### src/rtl/alu_pkg.sv
// Shared EX-stage definitions: RV32M operation codes, mul/div FSM states and latency.
package alu_pkg;

    localparam int unsigned XLEN           = 32;
    localparam int unsigned MULDIV_LATENCY = XLEN + 2;

    typedef enum logic [2:0] {
        OP_MUL    = 3'd0,
        OP_MULH   = 3'd1,
        OP_MULHSU = 3'd2,
        OP_MULHU  = 3'd3,
        OP_DIV    = 3'd4,
        OP_DIVU   = 3'd5,
        OP_REM    = 3'd6,
        OP_REMU   = 3'd7
    } muldiv_op_e;

    typedef enum logic [1:0] {
        IDLE = 2'd0,
        CALC = 2'd1,
        FIX  = 2'd2,
        DONE = 2'd3
    } muldiv_state_e;

    function automatic logic is_mul(input muldiv_op_e op);
        return (op inside {OP_MUL, OP_MULH, OP_MULHSU, OP_MULHU});
    endfunction

endpackage

### src/rtl/muldiv_unit.sv
// Iterative radix-2 RV32M multiply/divide unit; the multiply and divide steps
// share one accumulator and counter under a Busy/Done handshake.
module muldiv_unit
    import alu_pkg::*;
#(
    parameter int DATA_WIDTH    = 32,
    parameter int OPCODE_LENGTH = 3,
    parameter int CNT_WIDTH     = $clog2(DATA_WIDTH) + 1
) (
    input  logic                     clk,
    input  logic                     reset,
    input  logic                     Start,
    input  logic                     Flush,
    input  logic [DATA_WIDTH-1:0]    SrcA,
    input  logic [DATA_WIDTH-1:0]    SrcB,
    input  logic [OPCODE_LENGTH-1:0] Operation,
    output logic                     Busy,
    output logic                     Done,
    output logic [DATA_WIDTH-1:0]    Result
);

    localparam int W = DATA_WIDTH;

    muldiv_state_e         state, state_nx;
    muldiv_op_e            op_in, op_q;
    logic                  neg_a, neg_b, div_zero, div_ovf;
    logic [W-1:0]          a_q, opd;
    logic [2*W-1:0]        acc;
    logic [CNT_WIDTH-1:0]  cnt;

    logic                  sgn_a_in, sgn_b_in;
    logic [W-1:0]          mag_a, mag_b;
    logic [W:0]            mul_sum, div_sh, div_df;
    logic [2*W-1:0]        mul_nx, div_nx, prod;
    logic [W-1:0]          quot, rem, fix_word;

    assign op_in    = muldiv_op_e'(Operation);
    assign sgn_a_in = (op_in inside {OP_MULH, OP_MULHSU, OP_DIV, OP_REM});
    assign sgn_b_in = (op_in inside {OP_MULH, OP_DIV, OP_REM});
    assign mag_a    = (sgn_a_in && SrcA[W-1]) ? -SrcA : SrcA;
    assign mag_b    = (sgn_b_in && SrcB[W-1]) ? -SrcB : SrcB;

    // Multiply: multiplier sits in the low half and shifts out as the product shifts in.
    assign mul_sum = {1'b0, acc[2*W-1:W]} + (acc[0] ? {1'b0, opd} : '0);
    assign mul_nx  = {mul_sum, acc[W-1:1]};

    // Divide: remainder in the high half, dividend/quotient bits in the low half.
    assign div_sh  = {acc[2*W-1:W], acc[W-1]};
    assign div_df  = div_sh - {1'b0, opd};
    assign div_nx  = div_df[W] ? {div_sh[W-1:0], acc[W-2:0], 1'b0}
                               : {div_df[W-1:0], acc[W-2:0], 1'b1};

    assign prod = (neg_a ^ neg_b) ? -acc : acc;
    assign quot = (neg_a ^ neg_b) ? -acc[W-1:0] : acc[W-1:0];
    assign rem  = neg_a ? -acc[2*W-1:W] : acc[2*W-1:W];

    always_comb begin
        fix_word = '0;
        case (op_q)
            OP_MUL:                        fix_word = prod[W-1:0];
            OP_MULH, OP_MULHSU, OP_MULHU:  fix_word = prod[2*W-1:W];
            OP_DIV, OP_DIVU:               fix_word = div_zero ? '1 : div_ovf ? {1'b1, {(W-1){1'b0}}} : quot;
            OP_REM, OP_REMU:               fix_word = div_zero ? a_q : div_ovf ? '0 : rem;
            default:                       fix_word = '0;
        endcase
    end

    always_ff @(posedge clk or posedge reset) begin
        if (reset) state <= IDLE;
        else       state <= state_nx;
    end

    always_comb begin
        state_nx = state;
        Busy     = 1'b0;
        Done     = 1'b0;
        case (state)
            IDLE: if (Start) state_nx = CALC;
            CALC: begin
                Busy = 1'b1;
                if (cnt == CNT_WIDTH'(1)) state_nx = FIX;
            end
            FIX: begin
                Busy     = 1'b1;
                state_nx = DONE;
            end
            DONE: begin
                Done     = 1'b1;
                state_nx = IDLE;
            end
            default: state_nx = IDLE;
        endcase
        if (Flush && state != IDLE) state_nx = IDLE;
    end

    always_ff @(posedge clk or posedge reset) begin
        if (reset) begin
            op_q     <= OP_MUL;
            neg_a    <= 1'b0;
            neg_b    <= 1'b0;
            div_zero <= 1'b0;
            div_ovf  <= 1'b0;
            a_q      <= '0;
            opd      <= '0;
            acc      <= '0;
            cnt      <= '0;
            Result   <= '0;
        end else begin
            case (state)
                IDLE: if (Start) begin
                    op_q     <= op_in;
                    neg_a    <= sgn_a_in && SrcA[W-1];
                    neg_b    <= sgn_b_in && SrcB[W-1];
                    div_zero <= (SrcB == '0);
                    div_ovf  <= (op_in inside {OP_DIV, OP_REM}) &&
                                (SrcA == {1'b1, {(W-1){1'b0}}}) && (SrcB == '1);
                    a_q      <= SrcA;
                    opd      <= is_mul(op_in) ? mag_a : mag_b;
                    acc      <= {{W{1'b0}}, (is_mul(op_in) ? mag_b : mag_a)};
                    cnt      <= CNT_WIDTH'(W);
                end
                CALC: if (!Flush) begin
                    acc <= is_mul(op_q) ? mul_nx : div_nx;
                    cnt <= cnt - CNT_WIDTH'(1);
                end
                FIX: if (!Flush) Result <= fix_word;
                default: ;
            endcase
        end
    end

endmodule

### config.mk
export PLATFORM = sky130hd
export DESIGN_NAME = muldiv_unit
export DESIGN_NICKNAME = d
export VERILOG_FILES = /design/src/rtl/alu_pkg.sv /design/src/rtl/muldiv_unit.sv
export SDC_FILE = /design/constraint.sdc
export NUM_CORES = 1
export LEC_CHECK = 0
export BUFFER_PORTS_ARGS = -buffer_cell sky130_fd_sc_hd__buf_4
export CAP_MARGIN = 20
export CORE_MARGIN = 2
export CORE_UTILIZATION = 31
export CTS_CLUSTER_DIAMETER = 40
export DETAILED_ROUTE_END_ITERATION = 12
export GPL_ROUTABILITY_DRIVEN = 0
export PLACE_DENSITY = 0.52
export SYNTH_ARGS = -nofsm -noshare
export SYNTH_HDL_FRONTEND = slang
export SYNTH_SLANG_ARGS = --single-unit
### constraint.sdc
create_clock -name clk -period 6.5 [get_ports clk]
set_input_delay 0.975 -clock clk [delete_from_list [all_inputs] [get_ports clk]]
set_output_delay 0.975 -clock clk [all_outputs]
set_load 0.02 [all_outputs]
### Word-level counts from Yosys, hierarchy flattened

Cells that the tools add are included.

* div/mod/pow operators: 0
* $add $sub $neg: 8
* magnitude comparators: 0
* bitwise operators: 2
* equality and inequality tests: 22
* mux-type cells: 27
* multiply operators: 0
* reductions and logical operators: 24
* shifts and indexed selects: 0

Operators by type and width (count)
* $mux W32: 11
* $mux W64: 5
* $neg A32 Y32: 4
* $pmux W32 S4: 1
* $pmux W64 S2: 1
* $eq A32 B32 Y1 const B: 2
* $neg A64 Y64: 1
* $add A32 B32 Y33: 1
* $sub A33 B32 Y33: 1
* $logic_not A32 Y1: 1
* $eq A3 B3 Y1 const B: 6
* $eq A3 B2 Y1 const B: 4
* $mux W6: 2
* $pmux W6 S2: 1
* $reduce_bool A4 Y1: 3
* $pmux W2 S4: 1
* $eq A3 B1 Y1 const B: 2
* $eq A6 B1 Y1 const B: 1
* $logic_not A3 Y1: 2
* $mux W2: 3
* $ne A3 B3 Y1 const B: 2
* $reduce_and A2 Y1: 3
* $reduce_bool A2 Y1: 3
* $reduce_or A2 Y1: 3
* other kinds (12): 19

* memories: 0
* bits of input ports: 71
* logic and storage cells: 94
* register bits: 175
* ROM bits: 0
* bits in writable memories: 0
* latch bits: 0

### Depth between registers and ports, before layout

* word-level depth: 7
* depth in mapped cells: 16
* mapped depth without buffers: 14

### Worst setup path before layout

OpenSTA, ideal clock, no wires.

* path kind: reg-to-reg
* start: register acc[0]
* end: register acc[62]
* data arrival time: 3.410 ns
* clock period less this slack: 3.530 ns
* stages on the path, launching flop included: 16
* setup time: 0.120 ns
* setup slack: 2.970 ns
* cells stage by stage: dfrtp_1 > clkbuf_1 > inv_1 > clkbuf_1 > nor2_1 > ha_1 > a21oi_1 > o21ai_1 > o2111a_1 > a2111oi_2 > a221oi_1 > o21ai_0 > o21ai_0 > xnor2_1 > o211ai_1 > a31o_2

* cells in the longest elaborated chain, start to end: 5

Ends and longest elaborated chain
* start, declared: RTL line muldiv_unit.sv:28 `logic [2*W-1:0] acc;`
* start signal, assigned: RTL line muldiv_unit.sv:119 `acc <= {{W{1'b0}}, (is_mul(op_in) ? mag_b : mag_a)};`
* start signal, assigned: RTL line muldiv_unit.sv:123 `acc <= is_mul(op_q) ? mul_nx : div_nx;`
* $mux W32: RTL line muldiv_unit.sv:44 `assign mul_sum = {1'b0, acc[2*W-1:W]} + (acc[0] ? {1'b0, opd} : '0);`
* $add A32 B32 Y33: RTL line muldiv_unit.sv:44
* $mux W64: RTL line muldiv_unit.sv:123
* $mux W64: RTL line muldiv_unit.sv:122 `CALC: if (!Flush) begin`
* $pmux W64 S2: RTL line muldiv_unit.sv:109 `case (state)`

No other way between the ends. The select of a mux whose other input is x is not followed.
A chain may end at the register's enable or synchronous reset.

### Worst setup path in the final report

* start: register acc[0]
* end: register Result[20]

* cells in the longest elaborated chain, start to end: 5

Ends and longest elaborated chain
* $neg A32 Y32: RTL line muldiv_unit.sv:54 `assign quot = (neg_a ^ neg_b) ? -acc[W-1:0] : acc[W-1:0];`
* $mux W32: RTL line muldiv_unit.sv:54
* $mux W32 (2 in series): RTL line muldiv_unit.sv:62 `OP_DIV, OP_DIVU: fix_word = div_zero ? '1 : div_ovf ? {1'b1, {(W-1){1'b0}}} : quot;`
* $pmux W32 S4 *: RTL line muldiv_unit.sv:59 `case (op_q)`
* end signal, assigned: RTL line muldiv_unit.sv:126 `FIX: if (!Flush) Result <= fix_word;`
* end, declared: RTL line muldiv_unit.sv:19 `output logic [DATA_WIDTH-1:0] Result`

Mark *: on every way between the ends. The rest lies on a longest branch, timed or not.

==> impl_results.md <==
- Simple logic cell fraction of the synthesized area: 19.3%
- Clock slew at reported path FFs: 0.08 ns
- Most common cell in the netlist: nor2_1
- Pwr dens: 558 mW/mm²
- Seq/Total Area, Yosys: 26.9%
- Slew Viols, Final: 0
- Worst slew pin tran: 1.04 ns
- Outcome: finished clean
- Post-synth top flop: dfrtp_1
- Port bufs: 104
- Ports: 105
- Gates resized, CTS repair: 0
- Post-layout nets: 2257
- Cts hold-fix bufs: 0
- Setup TNS: 0 ns
- RSZ-0062 raised after global routing: no
- Post-synthesis compound-gate area fraction: 26.8%
- CTS tree: done
- WL per Instance: 23.6 µm
- Hold Fails Final Rpt: 0
- Synth Warn #: 0
- Via count: 16.5k
- Critical Path End Type: flip-flop
- Core area: 0.0516 mm²
- Clock buffer count from CTS: 17
- Worst vdd ir: 296 µV
- Crit path max fanout: 22
- Layout cells sized above 1: 12.4%
- Crit path DAT: 4.96 ns
- DIE HEIGHT: 233 µm
- ANT cells: 0
- Starting Density: 31.5%
- Tcrit/Tclk final: 70.5%
- Final min period: 4.58 ns
- Post-CTS setup buffers: 0
- Post-synthesis adder-cell area fraction: 6.02%
- Async S/R FF share, synth: 100%
- EDFF count, synth: 0
- Slowest stage delay, CP: 0.58 ns
- Max Cap Violations: 0
- Syn Nets: 2254
- Clock skew: 0.0175 ns
- Avg Synthesized Cell Area: 7.72 µm²
- Largest net degree at the start of global routing: 109
- Synth cell count leaders: 243 x nor2_1, 208 x a21oi_1, 184 x nand2_1, 181 x o21ai_0, 175 x dfrtp_1
- Xor-xnor portion of the synthesized cell area: 10.8%
- Critical-path cell list: inv_1, buf_4, ha_1, inv_1, or4_1, nor4_2, nand3_1, o31ai_1, xor2_1, o21ai_0, a21oi_1, o31ai_1
- Multiplexer share of the synthesized area: 4.96%
- Critical path startpoint category: flip-flop
- Rel. slew slack: 30.3%
- Die area: 0.0543 mm²
- Setup slack, reg-to-reg: 1.92 ns
- Syn Inst Count: 2106
- Fmax: 0.218 GHz
- Tot GR Track Use: 24.3%
- Slowest cell on crit path: nor4_2
- H-tree depth reported by CTS: 4
- Vias in the first global route: 15.3k
- Static leakage: 7.49 nW
- Ranking of synthesized cells by area: dfrtp_1 27%, a21oi_1 6.4%, xnor2_1 6.0%
- Crit Path Category: flip-flop to flip-flop
- Antenna violations before repair: 1
- Seq cells post-synth: 175
- Final setup fails: 0
- Post-synth cell types: 82
- First-pass DRT Iterations: 6
- Hold_ws: 0.477 ns
- Yosys top cell by area: dfrtp_1
- Clk root buf: clkbuf_16
- Die Width: 233 µm
- Worst hold path class: flip-flop to flip-flop
- Worst-skew pair later-pin latency: 0.48 ns
- GR Overflow Total: 0
- CP required: 6.88 ns
- Share of the synthesized area in the top cell type: 26.9%
- # DRC: 0
- First-pass GRT wire length: 98800 µm
- Final ANT Viol Nets: 0
- Row cnt: 83
- Post-Syn Area: 0.0163 mm²
- Synthesis-to-layout area growth: 12.0%
- Drt via density: 5.88
- Clock sinks: 175
- Starting DRC count in detailed routing: 1973
- Main combinational cell family by area after synthesis: compound AO/OA/AOI/OAI gates
- DRT Wirelength: 66200 µm
- Dpl hpwl: 50700 µm
- Clock tree buffer depth: 2
==> layer usage <==
layer | share of wire, % | vias up | track usage [%]
met4 | 3.4 | 2 | 7.88
met1 | 44 | 7934 | 34.4
met2 | 44 | 783 | 37.2
met5 | 0.014 | - | 0
li1 | - | 7641 | -
met3 | 8.5 | 114 | 4.50
==> stage by stage <==
stage	setup slack (ns)	power, mW	util [%]	area [µm²]	std cells
2_1_floorplan	0.780	6.70	-	16300	2106
3_3_place_gp	1.98	8.81	34.0	17600	2770
3_5_place_dp	1.99	8.83	34.0	17600	2770
4_1_cts	1.96	10.0	35.3	18200	2802
5_1_grt	1.66	10.8	35.3	18200	2802
6_report	1.92	10.2	35.3	18200	2802
==> cell type report <==
cell class	instances	area (µm²)
fill	5431	33400
multi-input combinational	1711	11100
sequential	175	4380
timing repair buffer	131	983
tap	680	851
clock buffer	17	425
inverter	73	282
clock inverter	15	209
==> sequential cells by signal, summed over array words and instances, names as in the netlist <==
| register | cells |
|---|---|
| Result | 32 |
| opd | 32 |
| neg_b | 1 |
| cnt | 6 |
| neg_a | 1 |
| div_ovf | 1 |
| op_q | 3 |
| state | 2 |
| acc | 64 |
| a_q | 32 |
| div_zero | 1 |
==> power by group <==
group | switching, mW | leakage, nW | internal, mW | total [mW]
clock | 0.569 | 0.303 | 0.562 | 1.13
sequential | 0.842 | 2.15 | 1.56 | 2.40
combinational | 4.13 | 5.04 | 2.49 | 6.63
total | 5.55 | 7.49 | 4.61 | 10.2
==> cell usage in the layout, fill, tap and decap left out, types with 5 or more instances in the layout <==
cell type  count
inv_1         71
o41ai_1       10
a22oi_1       29
a21oi_1      208
o21ai_0      181
clkbuf_16     17
o311ai_0       5
a31oi_1       24
nor2_1       241
dfrtp_1      174
a221oi_1       8
or2_2         13
a21o_1        26
nand2_1      183
xor2_1        88
nand3_1       25
o211ai_1      18
buf_4        131
nand4_1       18
o21ai_1        6
nor4_1        25
or3_1         17
and2_1         5
o31ai_1       27
ha_1          75
nand2b_1      24
xnor2_1      109
clkinv_8       6
a211oi_1      40
nand3b_1       5
o22ai_1       16
mux2i_1       22
nor3_1        59
nor2b_1        9
o21a_1         9
o221ai_1      17
mux2_2        52
a221o_1        7
or4_1         15
==> kinds of logic after synthesis <==
family,Yosys count
AOI/OAI and AO/OA,691
and+or+nand+nor,669
buffers and inverters,220
xor gates and xnor gates,200
DFF,175
adders and majority gates,77
muxes,74
==> path summary, 6_finish.rpt <==
kind | start | cells after the start | end
max in group asynchronous | reset | 3 | a_q[14]$_DFFE_PP0P_
hold / removal | Result[14]$_DFFE_PP0P_ | 2 | Result[14]$_DFFE_PP0P_
min in group asynchronous | reset | 2 | Result[20]$_DFFE_PP0P_
setup reg to reg | acc[0]$_DFFE_PP0P_ | 12 | Result[20]$_DFFE_PP0P_
hold reg to reg | Result[14]$_DFFE_PP0P_ | 2 | Result[14]$_DFFE_PP0P_
setup / recovery | acc[0]$_DFFE_PP0P_ | 12 | Result[20]$_DFFE_PP0P_
==> critical path: cells and delay by family (launching register included) <==
kind / cells / cell delay, ns
and+or+nand+nor: 3 / 1.66
AOI/OAI and AO/OA: 4 / 1.09
buffers and inverters: 3 / 0.79
DFF: 1 / 0.53
adders and majority gates: 1 / 0.27
xor gates and xnor gates: 1 / 0.10
Note: power is estimated with default switching activity, not from simulation.
